File: src/rtl/regfile_xfer_ctrl.sv
// Transfer sequencer for a 4-entry register file on a shared databus.
// It runs one MOV/LDI/SWAP/RD command at a time and drives the register-file strobes and its own bus driver.
module regfile_xfer_ctrl #(
  parameter int DATA_W = 8,
  parameter int SEL_W  = 2
) (
  input  logic              clock,
  input  logic              reset_n,
  input  logic              cmd_valid,
  output logic              cmd_ready,
  input  logic [1:0]        cmd_op,
  input  logic [SEL_W-1:0]  cmd_rd,
  input  logic [SEL_W-1:0]  cmd_rs,
  input  logic [DATA_W-1:0] cmd_imm,
  output logic              rf_load,
  output logic              rf_enable,
  output logic [SEL_W-1:0]  rf_in_sel,
  output logic [SEL_W-1:0]  rf_out_sel,
  input  logic [DATA_W-1:0] bus_in,
  output logic [DATA_W-1:0] bus_out,
  output logic              bus_oe,
  output logic [DATA_W-1:0] rd_data,
  output logic              rd_valid,
  output logic              done
);

  localparam logic [2:0] IDLE = 3'd0;
  localparam logic [2:0] EXEC = 3'd1;
  localparam logic [2:0] SWP1 = 3'd2;
  localparam logic [2:0] SWP2 = 3'd3;
  localparam logic [2:0] SWP3 = 3'd4;

  localparam logic [1:0] OP_MOV  = 2'd0;
  localparam logic [1:0] OP_LDI  = 2'd1;
  localparam logic [1:0] OP_SWAP = 2'd2;
  localparam logic [1:0] OP_RD   = 2'd3;

  logic [2:0]        state_reg, state_next;
  logic [1:0]        op_reg;
  logic [SEL_W-1:0]  rd_reg, rs_reg;
  logic [DATA_W-1:0] imm_reg, temp_reg, rd_data_reg;
  logic              rd_valid_reg;
  logic              accept;
  logic              rd_capture;

  assign accept     = cmd_valid && (state_reg == IDLE);
  assign rd_capture = (state_reg == EXEC) && (op_reg == OP_RD);

  always_comb begin
    state_next = state_reg;
    case (state_reg)
      IDLE: begin
        if (accept) begin
          // A swap of a register with itself collapses to a single no-op cycle.
          if (cmd_op == OP_SWAP && cmd_rd != cmd_rs) state_next = SWP1;
          else                                       state_next = EXEC;
        end
      end
      SWP1:    state_next = SWP2;
      SWP2:    state_next = SWP3;
      EXEC:    state_next = IDLE;
      SWP3:    state_next = IDLE;
      default: state_next = IDLE;
    endcase
  end

  always_ff @(posedge clock) begin
    if (!reset_n) begin
      state_reg    <= IDLE;
      op_reg       <= '0;
      rd_reg       <= '0;
      rs_reg       <= '0;
      imm_reg      <= '0;
      temp_reg     <= '0;
      rd_data_reg  <= '0;
      rd_valid_reg <= 1'b0;
    end else begin
      state_reg    <= state_next;
      rd_valid_reg <= rd_capture;
      if (accept) begin
        op_reg  <= cmd_op;
        rd_reg  <= cmd_rd;
        rs_reg  <= cmd_rs;
        imm_reg <= cmd_imm;
      end
      if (state_reg == SWP1) temp_reg <= bus_in;
      if (rd_capture)        rd_data_reg <= bus_in;
    end
  end

  // Outputs depend only on registered state, never on the live cmd_* inputs.
  always_comb begin
    cmd_ready  = (state_reg == IDLE);
    rf_load    = 1'b0;
    rf_enable  = 1'b0;
    rf_in_sel  = '0;
    rf_out_sel = '0;
    bus_oe     = 1'b0;
    bus_out    = '0;
    done       = 1'b0;
    case (state_reg)
      EXEC: begin
        done = 1'b1;
        case (op_reg)
          OP_MOV: begin
            rf_enable  = 1'b1;
            rf_out_sel = rs_reg;
            rf_load    = 1'b1;
            rf_in_sel  = rd_reg;
          end
          OP_LDI: begin
            bus_oe    = 1'b1;
            bus_out   = imm_reg;
            rf_load   = 1'b1;
            rf_in_sel = rd_reg;
          end
          OP_RD: begin
            rf_enable  = 1'b1;
            rf_out_sel = rs_reg;
          end
          default: ;
        endcase
      end
      SWP1: begin
        rf_enable  = 1'b1;
        rf_out_sel = rs_reg;
      end
      SWP2: begin
        rf_enable  = 1'b1;
        rf_out_sel = rd_reg;
        rf_load    = 1'b1;
        rf_in_sel  = rs_reg;
      end
      SWP3: begin
        bus_oe    = 1'b1;
        bus_out   = temp_reg;
        rf_load   = 1'b1;
        rf_in_sel = rd_reg;
        done      = 1'b1;
      end
      default: ;
    endcase
  end

  assign rd_data  = rd_data_reg;
  assign rd_valid = rd_valid_reg;

endmodule

File: config.mk
export PLATFORM = sky130hd
export DESIGN_NAME = regfile_xfer_ctrl
export DESIGN_NICKNAME = d
export VERILOG_FILES = /design/src/rtl/regfile_xfer_ctrl.sv
export SDC_FILE = /design/constraint.sdc
export NUM_CORES = 1
export LEC_CHECK = 0
export ABC_AREA = 1
export ABC_CLOCK_PERIOD_IN_PS = 1200
export BUFFER_PORTS_ARGS = -buffer_cell sky130_fd_sc_hd__buf_2
export CAP_MARGIN = 20
export CORE_MARGIN = 2
export CORE_UTILIZATION = 46
export DETAILED_ROUTE_END_ITERATION = 12
export PLACE_DENSITY = 0.8
export SLEW_MARGIN = 0
export SYNTH_ARGS = -nofsm -noshare
export SYNTH_HDL_FRONTEND = slang
export SYNTH_SLANG_ARGS = --single-unit
File: constraint.sdc
create_clock -name clock -period 1.2 [get_ports clock]
set_clock_uncertainty 0.1 [all_clocks]
set_input_delay 0 -clock clock [delete_from_list [all_inputs] [get_ports clock]]
set_output_delay 0 -clock clock [all_outputs]
set_load 0.02 [all_outputs]
## Word level (Yosys, flattened, before mapping)

Cells that the tools add are included.

- ROM bits: 0
- Output and inout bits: 26
- Flip-flop bits (word level): 34
- Bits of input ports: 25
- Bits in writable memories: 0
- Memories kept: 0
- Logic and storage cells: 43
- Bits in latches: 0

- Divide/modulo/power cells: 0
- Reductions and logical operators: 10
- Bitwise operators: 0
- Add/sub/neg operators: 0
- Multiply operators: 0
- Shift-type cells: 0
- Mux-type cells: 16
- $lt $le $gt $ge: 0
- Equal/unequal tests: 9

Operator list:

| kind | number |
|---|---|
| $pmux W8 S2 | 1 |
| $pmux W2 S3 | 2 |
| $reduce_or A2 Y1 | 5 |
| $pmux W3 S3 | 1 |
| $mux W8 | 1 |
| $eq A3 B2 Y1 const B | 2 |
| $mux W2 | 3 |
| $pmux W1 S2 | 3 |
| $eq A2 B2 Y1 const B | 2 |
| $mux W1 | 4 |
| $eq A3 B1 Y1 const B | 1 |
| $eq A3 B3 Y1 const B | 1 |
| $logic_and A1 B1 Y1 | 3 |
| $logic_not A3 Y1 | 1 |
| $mux W3 | 1 |
| $eq A2 B1 Y1 const B | 1 |
| $logic_not A2 Y1 | 1 |
| $ne A2 B1 Y1 const B | 1 |
| $ne A2 B2 Y1 | 1 |

## Logic depth before layout (Yosys ltp)

Gate-level depths: netlist of the first run.

- Word-level depth: 5
- Depth in mapped cells: 8

## Worst setup path after synthesis of the first run

OpenSTA, ideal clock, no wires.

- Path kind: flip-flop to output port
- Start point: register state_reg[0]
- End point: output port bus_out[0]
- Buffers on the path: 0
- Required time: 1100 ps
- Data arrival time: 1251 ps
- Stages on the path, launching flop included: 5
- Path slack: -151 ps
- Cell sequence: dfxtp_1 > inv_2 > nor3_2 > nand2_1 > o21ai_0

- Longest elaborated chain between the ends: 2
- Elaborated cells on any way between the ends: 3
- Those cells by class: eq/ne: 2; mux: 1

RTL lines:

| element | line | text |
|---|---|---|
| start: declaration | 38 | `logic [2:0] state_reg, state_next;` |
| start signal: assignment | 78 | `state_reg <= state_next;` |
| $eq A3 B3 Y1 / $eq A3 B1 Y1 (equally long branches) | 101 | `case (state_reg)` |
| $pmux W8 S2 * | 101 |  |
| end: declaration | 20 | `output logic [DATA_W-1:0] bus_out,` |

Every way passes the cells marked *; elsewhere a longest branch is shown, timed or not.

## Worst setup path in the final report of the first run

- Start point: register op_reg[0]
- End point: output port rf_in_sel[1]

- Longest elaborated chain between the ends: 4
- Elaborated cells on any way between the ends: 5
- Those cells by class: eq/ne: 1; mux: 2; reduce/logical: 2

RTL lines:

| element | line | text |
|---|---|---|
| start: declaration | 39 | `logic [1:0] op_reg;` |
| start signal: assignment | 81 | `op_reg <= cmd_op;` |
| $eq A2 B1 Y1 / $logic_not A2 Y1 (equally long branches) | 104 | `case (op_reg)` |
| $reduce_or A2 Y1 (no line) * | -- |  |
| $mux W2 * | 104 |  |
| $pmux W2 S3 * | 101 |  |
| end: declaration | 17 | `output logic [SEL_W-1:0] rf_in_sel,` |

Marked as above.

==> out/metrics.csv, run 1 <==
metric,value,unit
worst min-delay path class,primary input to flip-flop,
antenna cells,0,
clock net sink count,34,
hold violation count in the final report,0,
number of DRC violations after detailed routing,0,
net count of the finished layout,413,
clock buffer count from CTS,5,
detail-routed via count per cell,4.78,
Site Rows,22,
worst-skew pair later-pin latency,0.29,ns
max-slew violations,0,
VDD IR max,0.000509,V
initial standard-cell utilization of the core,47.8,%
flop and latch count out of synthesis,34,
total number of vias,2064,
Routability Congestion,0.769,
leak pwr,1.62,nW
count of mapped cells out of synthesis,285,
detailed router's first-iteration violation count,119,
netlist area before placement,1740,um^2
number of antenna violations at the first check in global routing,0,
global-route wire length before repair,8240,um
number of I/O port buffers,50,
"Warnings, synthesis",0,
number of maximum-capacitance violations,0,
H-tree Lvls,2,
"commonest non-fill, non-tap cells in the layout","nand2_1, inv_1, nor2_1",
PnR worst setup slack,-0.428,ns
fraction of layout cells with a size suffix above 1,38.3,%
total routed wirelength,5730,um
Finished Cell Area,2970,um^2
Die Width,65.5,um
clk slew on worst S/H paths,0.07,ns
vias in the first global route,1925,
"Arr. time, crit path",1.53,ns
violated checks,negative setup slack,
category of the worst setup path launch point,flip-flop,
overall fraction of global-route tracks in use,25.8,%
unrepaired setup endpoints after global routing,yes,
measured slew at the worst slew-check pin,0.340,ns
Placed Area,2170,um^2
"Setup violations, final",40,
placed wire-length estimate,3040,um
clock tree from TritonCTS,yes,
mean routed wirelength per cell,13.3,um
overall die area,4290,um^2
synth unique cells,21,
share of the core filled with cells in the final layout,81.6,%
outcome,finished with violations,
Power Dens Cells,937,nW/um^2
number of routed nets with antenna violations,0,
area growth from synthesis to layout,70.7,%
WP data required,1.10,ns
path type of the worst setup path,flip-flop to output pin,
crit-path max FO,3,
crit path time final,1.63,ns
period utilization,136,%
largest stage delay on the critical path,0.39,ns
Ports,51,
Max Root-Sink Buffers,2,
Setup crit end kind,output pin,
remaining max-slew budget at the tightest pin,77.4,%
Vert. Die Dim,65.5,um
synthesized net count,313,
Peak Freq,0.614,GHz
master of the slowest instance on the critical path,dfxtp_4,
CORE AREA,3630,um^2
"leading cell type in the layout, fill and taps excluded",nand2_1,
portion of the post-synthesis area used by sequential elements,39.2,%
cells traversed along the worst timing path,inv_4 > ha_4 > or2_4 > nand2_4 > nand2_4 > nand2_2 > nand2_2 > buf_6,
root buf cell,clkbuf_8,
syn_area_per_cell,6.10,um^2
pin count of the biggest net entering global routing,21,
total congestion overflow after global routing,0,
Initial DRT Pass Iterations,4,
## repair_timing
action	4_1_cts	5_1_grt
resized for setup	86	52
endpoints found under the hold margin	32	0
pin swaps	12	12
buffers inserted	9	7
hold buffers	23	0
endpoints found under the setup margin	43	48
## final cells by class
cell class / instances / area [um^2]
fillers: 247 / 667
flip-flops and latches: 34 / 697
clock buffers: 6 / 82.6
well taps: 48 / 60.1
inverters: 63 / 256
repair buffers: 100 / 840
multi-input cells: 181 / 1030
## routing by layer
metal | track usage (%) | vias to the layer above | share of wire (%)
met4 | 14.3 | 0 | 4.2
met5 | 0 | - | 0
li1 | - | 1032 | -
met3 | 6.85 | 24 | 6.0
met1 | 25.6 | 925 | 37
met2 | 48.0 | 83 | 53
## cell usage after synthesis (all sizes together)
cell / n / area [um^2]
a21oi: 1 / 5.00
buf: 3 / 17.5
clkbuf: 4 / 15.0
clkinv: 1 / 3.75
dfxtp: 34 / 681
ha: 3 / 37.5
inv: 62 / 233
nand2: 88 / 335
nand3: 14 / 70.1
nor2: 54 / 215
nor3: 3 / 31.3
o211ai: 1 / 7.51
o21ai: 16 / 80.1
or2: 1 / 6.26
## path summary, 6_finish.rpt
| path | start | end | depth (start not counted) | slack [ns] |
|---|---|---|---|---|
| hold / removal | reset_n | rd_data[4] | 3 | 0.02 |
| setup reg to reg | state_reg[2] | rd_data[7] | 6 | -0.11 |
| setup / recovery | op_reg[0] | rf_in_sel[1] | 8 | -0.43 |
| hold reg to reg | rd_data[1] | rd_data[1] | 2 | 0.38 |
## report_power, final
group,switching (mW),total [mW],leakage (nW),internal (mW)
sequential,0.0476,1.23,0.281,1.19
combinational,0.379,0.710,1.29,0.331
clock,0.393,0.835,0.0431,0.442
total,0.820,2.78,1.62,1.96
## per-stage QoR
step	hold slack (ns)	setup TNS (ns)	instances	power, mW	setup WS [ns]
5_1_grt	0.0511	-10.23	432	2.90	-0.478
2_1_floorplan	0.0355	-0.986	285	1.54	-0.0984
6_report	0.0151	-7.59	432	2.78	-0.428
3_3_place_gp	0.174	-1.16	392	1.69	-0.129
4_1_cts	0.00537	-5.88	429	2.68	-0.359
3_5_place_dp	0.178	-2.08	392	1.70	-0.176
## critical path, delay by kind of cell, from the launching register on
kind                       cells  cell delay, ns
DFF                            1            0.39
buffers and inverters          2            0.18
adders and majority gates      1            0.15
and+or+nand+nor                5            0.52
## cell families after synthesis
logic type | synth area share (%)
AOI/OAI and AO/OA | 5.33
adders and majority gates | 2.16
buffers and inverters | 15.5
DFF | 39.2
and+or+nand+nor | 37.9
(Power assumes the default switching activity.)
==> run 2: changes to the inputs <==
Settings changed: CORE_ASPECT_RATIO set to 1.4.
==> run 2 against run 1 <==
- the flow still finishes with violations (negative setup slack)
- cell area shrank 0.30%
- first-iteration DRC count decreased by 49%
- critical path depth did not move
- fmax rose by 1.5%
- global-route usage is 0.61 points lower
- register-to-register slack worse by 0.22 ns
- hold slack gained 0.015 ns
- sequential cell count is the same
- combinational power grew 3.1%
- clock power increased by 26%
- sequential power is essentially flat
- worst setup slack gained 0.023 ns
- critical path type unchanged
- largest cell class unchanged
- largest power group unchanged
==> out/metrics.csv, run 2 (same netlist as run 1, synthesis figures left out) <==
metric,value,unit,change
worst min-delay path class,primary input to flip-flop,,
pin count of the biggest net entering global routing,20,,-4.8%
DP Cell Count,387,,-1.3%
number of maximum-capacitance violations,0,,unchanged
antenna cells,0,,unchanged
Total Power,3.01,mW,+8.2%
Routability Congestion,0.821,,+6.8%
number of antenna violations at the first check in global routing,0,,unchanged
placed wire-length estimate,2950,um,-2.7%
Vert. Die Dim,76.7,um,+17%
VDD IR max,0.000834,V,+64%
violated checks,negative setup slack,,
"Setup violations, final",50,,+25%
number of fillers in the final layout,223,,-9.7%
total number of vias,2082,,+0.87%
max-slew violations,0,,unchanged
Initial DRT Pass Iterations,4,,unchanged
overall fraction of global-route tracks in use,25.1,%,-0.61 points
non-filler instance count after layout,431,,-0.23%
number of DRC violations after detailed routing,0,,unchanged
remaining max-slew budget at the tightest pin,71.6,%,-5.7 points
path type of the worst setup path,flip-flop to output pin,,
worst-skew pair later-pin latency,0.29,ns,about the same
crit path time final,1.60,ns,-0.0234 ns
measured slew at the worst slew-check pin,0.426,ns,+0.0859 ns
vias in the first global route,2031,,+5.5%
H-tree Lvls,2,,unchanged
Max Root-Sink Buffers,2,,unchanged
Die Width,56.0,um,-15%
outcome,finished with violations,,
PnR worst setup slack,-0.404,ns,+0.0234 ns
leak pwr,1.60,nW,-1.3%
Power Dens Cells,1020,nW/um^2,+8.5%
mean routed wirelength per cell,14.0,um,+5.5%
net count of the finished layout,416,,+0.73%
initial standard-cell utilization of the core,47.7,%,-0.13 points
Min Hold Slack,0.0296,ns,+0.0145 ns
clock tree from TritonCTS,yes,,
crit-path max FO,3,,unchanged
period utilization,134,%,-2.0 points
total routed wirelength,6030,um,+5.3%
overall die area,4290,um^2,+0.17%
WP data required,1.10,ns,about the same
"commonest non-fill, non-tap cells in the layout","nand2_1, inv_1, nor2_1",,
clk slew on worst S/H paths,0.07,ns,about the same
total congestion overflow after global routing,0,,unchanged
clock buffer count from CTS,5,,unchanged
detailed router's first-iteration violation count,61,,-49%
sum of negative setup slack,-12.43,ns,-4.84 ns
hold violation count in the final report,0,,unchanged
"Arr. time, crit path",1.50,ns,-0.03 ns
detail-routed via count per cell,4.83,,+1.1%
Ports,51,,unchanged
fraction of layout cells with a size suffix above 1,39.3,%,+1.1 points
category of the worst setup path launch point,flip-flop,,
root buf cell,clkbuf_8,,
Peak Freq,0.623,GHz,+1.5%
clock net sink count,34,,unchanged
number of routed nets with antenna violations,0,,unchanged
Site Rows,26,,+18%
"leading cell type in the layout, fill and taps excluded",nand2_1,,
unrepaired setup endpoints after global routing,yes,,
Setup crit end kind,output pin,,
area growth from synthesis to layout,70.2,%,
share of the core filled with cells in the final layout,81.2,%,-0.46 points
number of I/O port buffers,50,,unchanged
global-route wire length before repair,8450,um,+2.6%
CORE AREA,3640,um^2,+0.28%
[run 2: cell types whose count changed in the layout (fill, tap and decap cells not counted), sizes merged]
cell,previous run,this run
bufinv,0,1
clkbuf,6,7
clkinv,1,0
dlygate4sd3,23,22
inv,62,63
buf,77,81
[run 2: through the flow]
step / cell area [um^2] / worst slack (ns)
global route: 2960 / -0.440
finish: 2960 / -0.404
floorplan: 1760 / -0.0984
CTS: 2780 / -0.368
global placement: 2180 / -0.162
detailed placement: 2180 / -0.196
[run 2: path summary, 6_finish.rpt]
| check | start | end | slack [ns] | cells past startpoint |
|---|---|---|---|---|
| setup / recovery | op_reg[1] | rf_in_sel[0] | -0.40 | 8 |
| hold / removal | reset_n | temp_reg[1] | 0.03 | 3 |
| setup reg to reg | state_reg[2] | imm_reg[7] | -0.33 | 9 |
| hold reg to reg | rd_data[4] | rd_data[4] | 0.36 | 2 |
[run 2: layout make-up]
| class | count | area [um^2] | area share [%] |
|---|---|---|---|
| Inverter | 63 | 254 | 8.59 |
| Clock buffer | 7 | 76.3 | 2.58 |
| Tap cell | 42 | 52.6 | 1.78 |
| Timing Repair Buffer | 103 | 860 | 29.1 |
| Multi-Input combinational cell | 181 | 988 | 33.4 |
| Clock inverter | 1 | 30.0 | 1.02 |
| Sequential cell | 34 | 697 | 23.6 |
[run 2: repair_timing]
item                                   4_1_cts  5_1_grt
pin swaps                                    9        9
buffers inserted                             5       10
hold buffers                                22        0
gates cloned                                 1        0
gates resized for setup                     71       52
endpoints found under the hold margin       32        0
setup endpoints to repair                   47       48
[run 2: power breakdown]
part,switching [mW],internal (mW)
clock,0.427,0.621
combinational,0.393,0.339
sequential,0.0410,1.19
[run 2: worst max-delay path, cell delays in order, from the launching register on]
cell	delay (ns)
dfxtp_2	0.35
inv_2	0.06
ha_4	0.17
or2_4	0.25
nand2_4	0.07
nand2_2	0.06
nand2_1	0.08
nand2_2	0.05
buf_6	0.12
[run 2: metal layers]
| metal | track usage [%] | wire length [um] | vias to the layer above |
|---|---|---|---|
| met3 | 4.72 | 272 | 19 |
| met2 | 48.8 | 3450 | 70 |
| met5 | 0 | 0 | - |
| met1 | 24.7 | 2130 | 958 |
| met4 | 12.1 | 187 | 0 |
| li1 | - | - | 1035 |
==> run 3: changes to the inputs <==
Settings changed: RECOVER_POWER set to 25.
==> run 3 against run 2 <==
- the flow still finishes with violations (negative setup slack)
- first-iteration DRC count increased by 3.3%
- clock power hardly changed
- final cell count unchanged
- largest power group unchanged
==> out/metrics.csv, run 3 (same netlist as run 1, synthesis figures left out) <==
metric,value,unit,change
outcome,finished with violations,,
violated checks,negative setup slack,,
Peak Freq,0.623,GHz,about the same
Hold Startpoint,reset_n,,
Total Power,3.01,mW,about the same
hold violation count in the final report,0,,unchanged
worst-skew pair later-pin latency,0.29,ns,about the same
"Setup violations, final",50,,unchanged
H-tree Lvls,2,,unchanged
Ports,51,,unchanged
Vert. Die Dim,76.7,um,unchanged
crit path time final,1.60,ns,-0.000119 ns
period utilization,134,%,about the same
cells traversed along the worst timing path,inv_2 > ha_4 > or2_4 > nand2_4 > nand2_2 > nand2_1 > nand2_2 > buf_6,,
VDD IR max,0.000834,V,about the same
initial standard-cell utilization of the core,47.7,%,unchanged
measured slew at the worst slew-check pin,0.425,ns,-0.000190 ns
number of DRC violations after detailed routing,0,,unchanged
number of antenna violations at the first check in global routing,0,,unchanged
number of cells on the worst hold path,3,,unchanged
mean routed wirelength per cell,14.0,um,unchanged
detail-routed via count per cell,4.84,,+0.14%
total number of vias,2085,,+0.14%
CORE AREA,3640,um^2,unchanged
overall fraction of global-route tracks in use,25.1,%,unchanged
vias in the first global route,2031,,unchanged
DP Cell Count,387,,unchanged
pin count of the biggest net entering global routing,20,,unchanged
area growth from synthesis to layout,70.1,%,about the same
Site Rows,26,,unchanged
"leading cell type in the layout, fill and taps excluded",nand2_1,,
detailed router's first-iteration violation count,63,,+3.3%
number of maximum-capacitance violations,0,,unchanged
clk slew on worst S/H paths,0.07,ns,about the same
Power Dens Cells,1020,nW/um^2,about the same
worst reg2reg startpoint,state_reg[2],,
number of routed nets with antenna violations,0,,unchanged
net count of the finished layout,416,,unchanged
crit-path max FO,3,,unchanged
endpoint of the worst-slack reg-to-reg timing path,imm_reg[7],,
"commonest non-fill, non-tap cells in the layout","nand2_1, inv_1, nor2_1",,
total number of cells along the worst setup path,8,,unchanged
overall die area,4290,um^2,unchanged
root buf cell,clkbuf_8,,
global-route wire length before repair,8450,um,unchanged
critical path buffer and inverter count,2,,unchanged
"Arr. time, crit path",1.50,ns,about the same
clock net sink count,34,,unchanged
remaining max-slew budget at the tightest pin,71.6,%,about the same
clock buffer count from CTS,5,,unchanged
max-slew violations,0,,unchanged
Initial DRT Pass Iterations,4,,unchanged
clock tree from TritonCTS,yes,,
Setup crit end kind,output pin,,
total congestion overflow after global routing,0,,unchanged
leak pwr,1.59,nW,-0.55%
Top Family by Delay on Critical Path,simple AND/OR/NAND/NOR gates,,
Routability Congestion,0.821,,unchanged
Critical path origin,op_reg[1],,
Worst Hold Endpoint,temp_reg[1],,
non-filler instance count after layout,431,,unchanged
cell count of the worst reg-to-reg path,9,,unchanged
category of the worst setup path launch point,flip-flop,,
placed wire-length estimate,2950,um,unchanged
largest stage delay on the critical path,0.35,ns,about the same
register-to-register setup slack,-0.33,ns,about the same
CP most frequent cell,nand2_2,,
PnR worst setup slack,-0.404,ns,+0.000119 ns
Max Root-Sink Buffers,2,,unchanged
Die Width,56.0,um,unchanged
fraction of layout cells with a size suffix above 1,38.8,%,-0.51 points
antenna cells,0,,unchanged
worst min-delay path class,primary input to flip-flop,,
WP data required,1.10,ns,about the same
unrepaired setup endpoints after global routing,yes,,
path type of the worst setup path,flip-flop to output pin,,
total routed wirelength,6030,um,unchanged
master of the slowest instance on the critical path,dfxtp_2,,
number of I/O port buffers,50,,unchanged
run 3: cell types whose count changed in the layout (fill, tap and decap cells not counted):
cell and change:
buf_2 -2, clkbuf_1 +2
run 3: area by class of cell:
| cell class | count | area (um^2) |
|---|---|---|
| Multi-Input combinational cell | 181 | 988 |
| Inverter | 63 | 254 |
| Clock inverter | 1 | 30.0 |
| Fill cell | 222 | 688 |
| Sequential cell | 34 | 697 |
| Timing Repair Buffer | 103 | 857 |
| Tap cell | 42 | 52.6 |
| Clock buffer | 7 | 76.3 |
run 3: power breakdown:
part	total [mW]	internal (mW)	switching, mW
clock	1.05	0.621	0.427
combinational	0.732	0.339	0.393
sequential	1.23	1.19	0.0410
run 3: worst register-to-register path: stages (launching register included):
cell and delay, ns:
dfxtp_4 0.37, buf_4 0.14, nor2_4 0.12, buf_6 0.13, nand2_4 0.06, nor2_4 0.16, buf_12 0.15, nand2_1 0.08
nand2_1 0.08, nor2_1 0.04
run 3: metrics by stage:
stage	setup slack, ns	utilization (%)	cell area [um^2]	setup TNS [ns]	hold slack (ns)
floorplan	-0.0984	-	1760	-0.986	0.0355
global placement	-0.162	59.8	2180	-3.29	0.171
detailed placement	-0.196	59.8	2180	-4.21	0.180
CTS	-0.368	76.3	2780	-8.88	0.00982
global route	-0.440	81.1	2960	-15.31	0.0593
finish	-0.404	81.1	2960	-12.42	0.0297
run 3: worst max-delay path by stage:
stage / endpoint / slack (ns)
floorplan: bus_out[0] / -0.1
global placement: bus_out[0] / -0.16
detailed placement: bus_out[0] / -0.20
CTS: rf_in_sel[0] / -0.37
global route: rf_enable / -0.44
finish: rf_in_sel[0] / -0.40
run 3: per-layer routing:
layer,share of wire [%],vias up,wire (um),global-route usage (%)
li1,-,1035,-,-
met1,35,961,2130,24.7
met2,57,70,3440,48.8
met3,4.5,19,270,4.72
met4,3.1,0,187,12.1
met5,0,-,0,0
run 3: timing repair:
action | 4_1_cts | 5_1_grt
endpoints found under the hold margin | 32 | 0
setup buffers | 5 | 10
hold buffers | 22 | 0
resized for setup | 71 | 52
gates cloned | 1 | 0
endpoints found under the setup margin | 47 | 48
pin swaps | 9 | 9
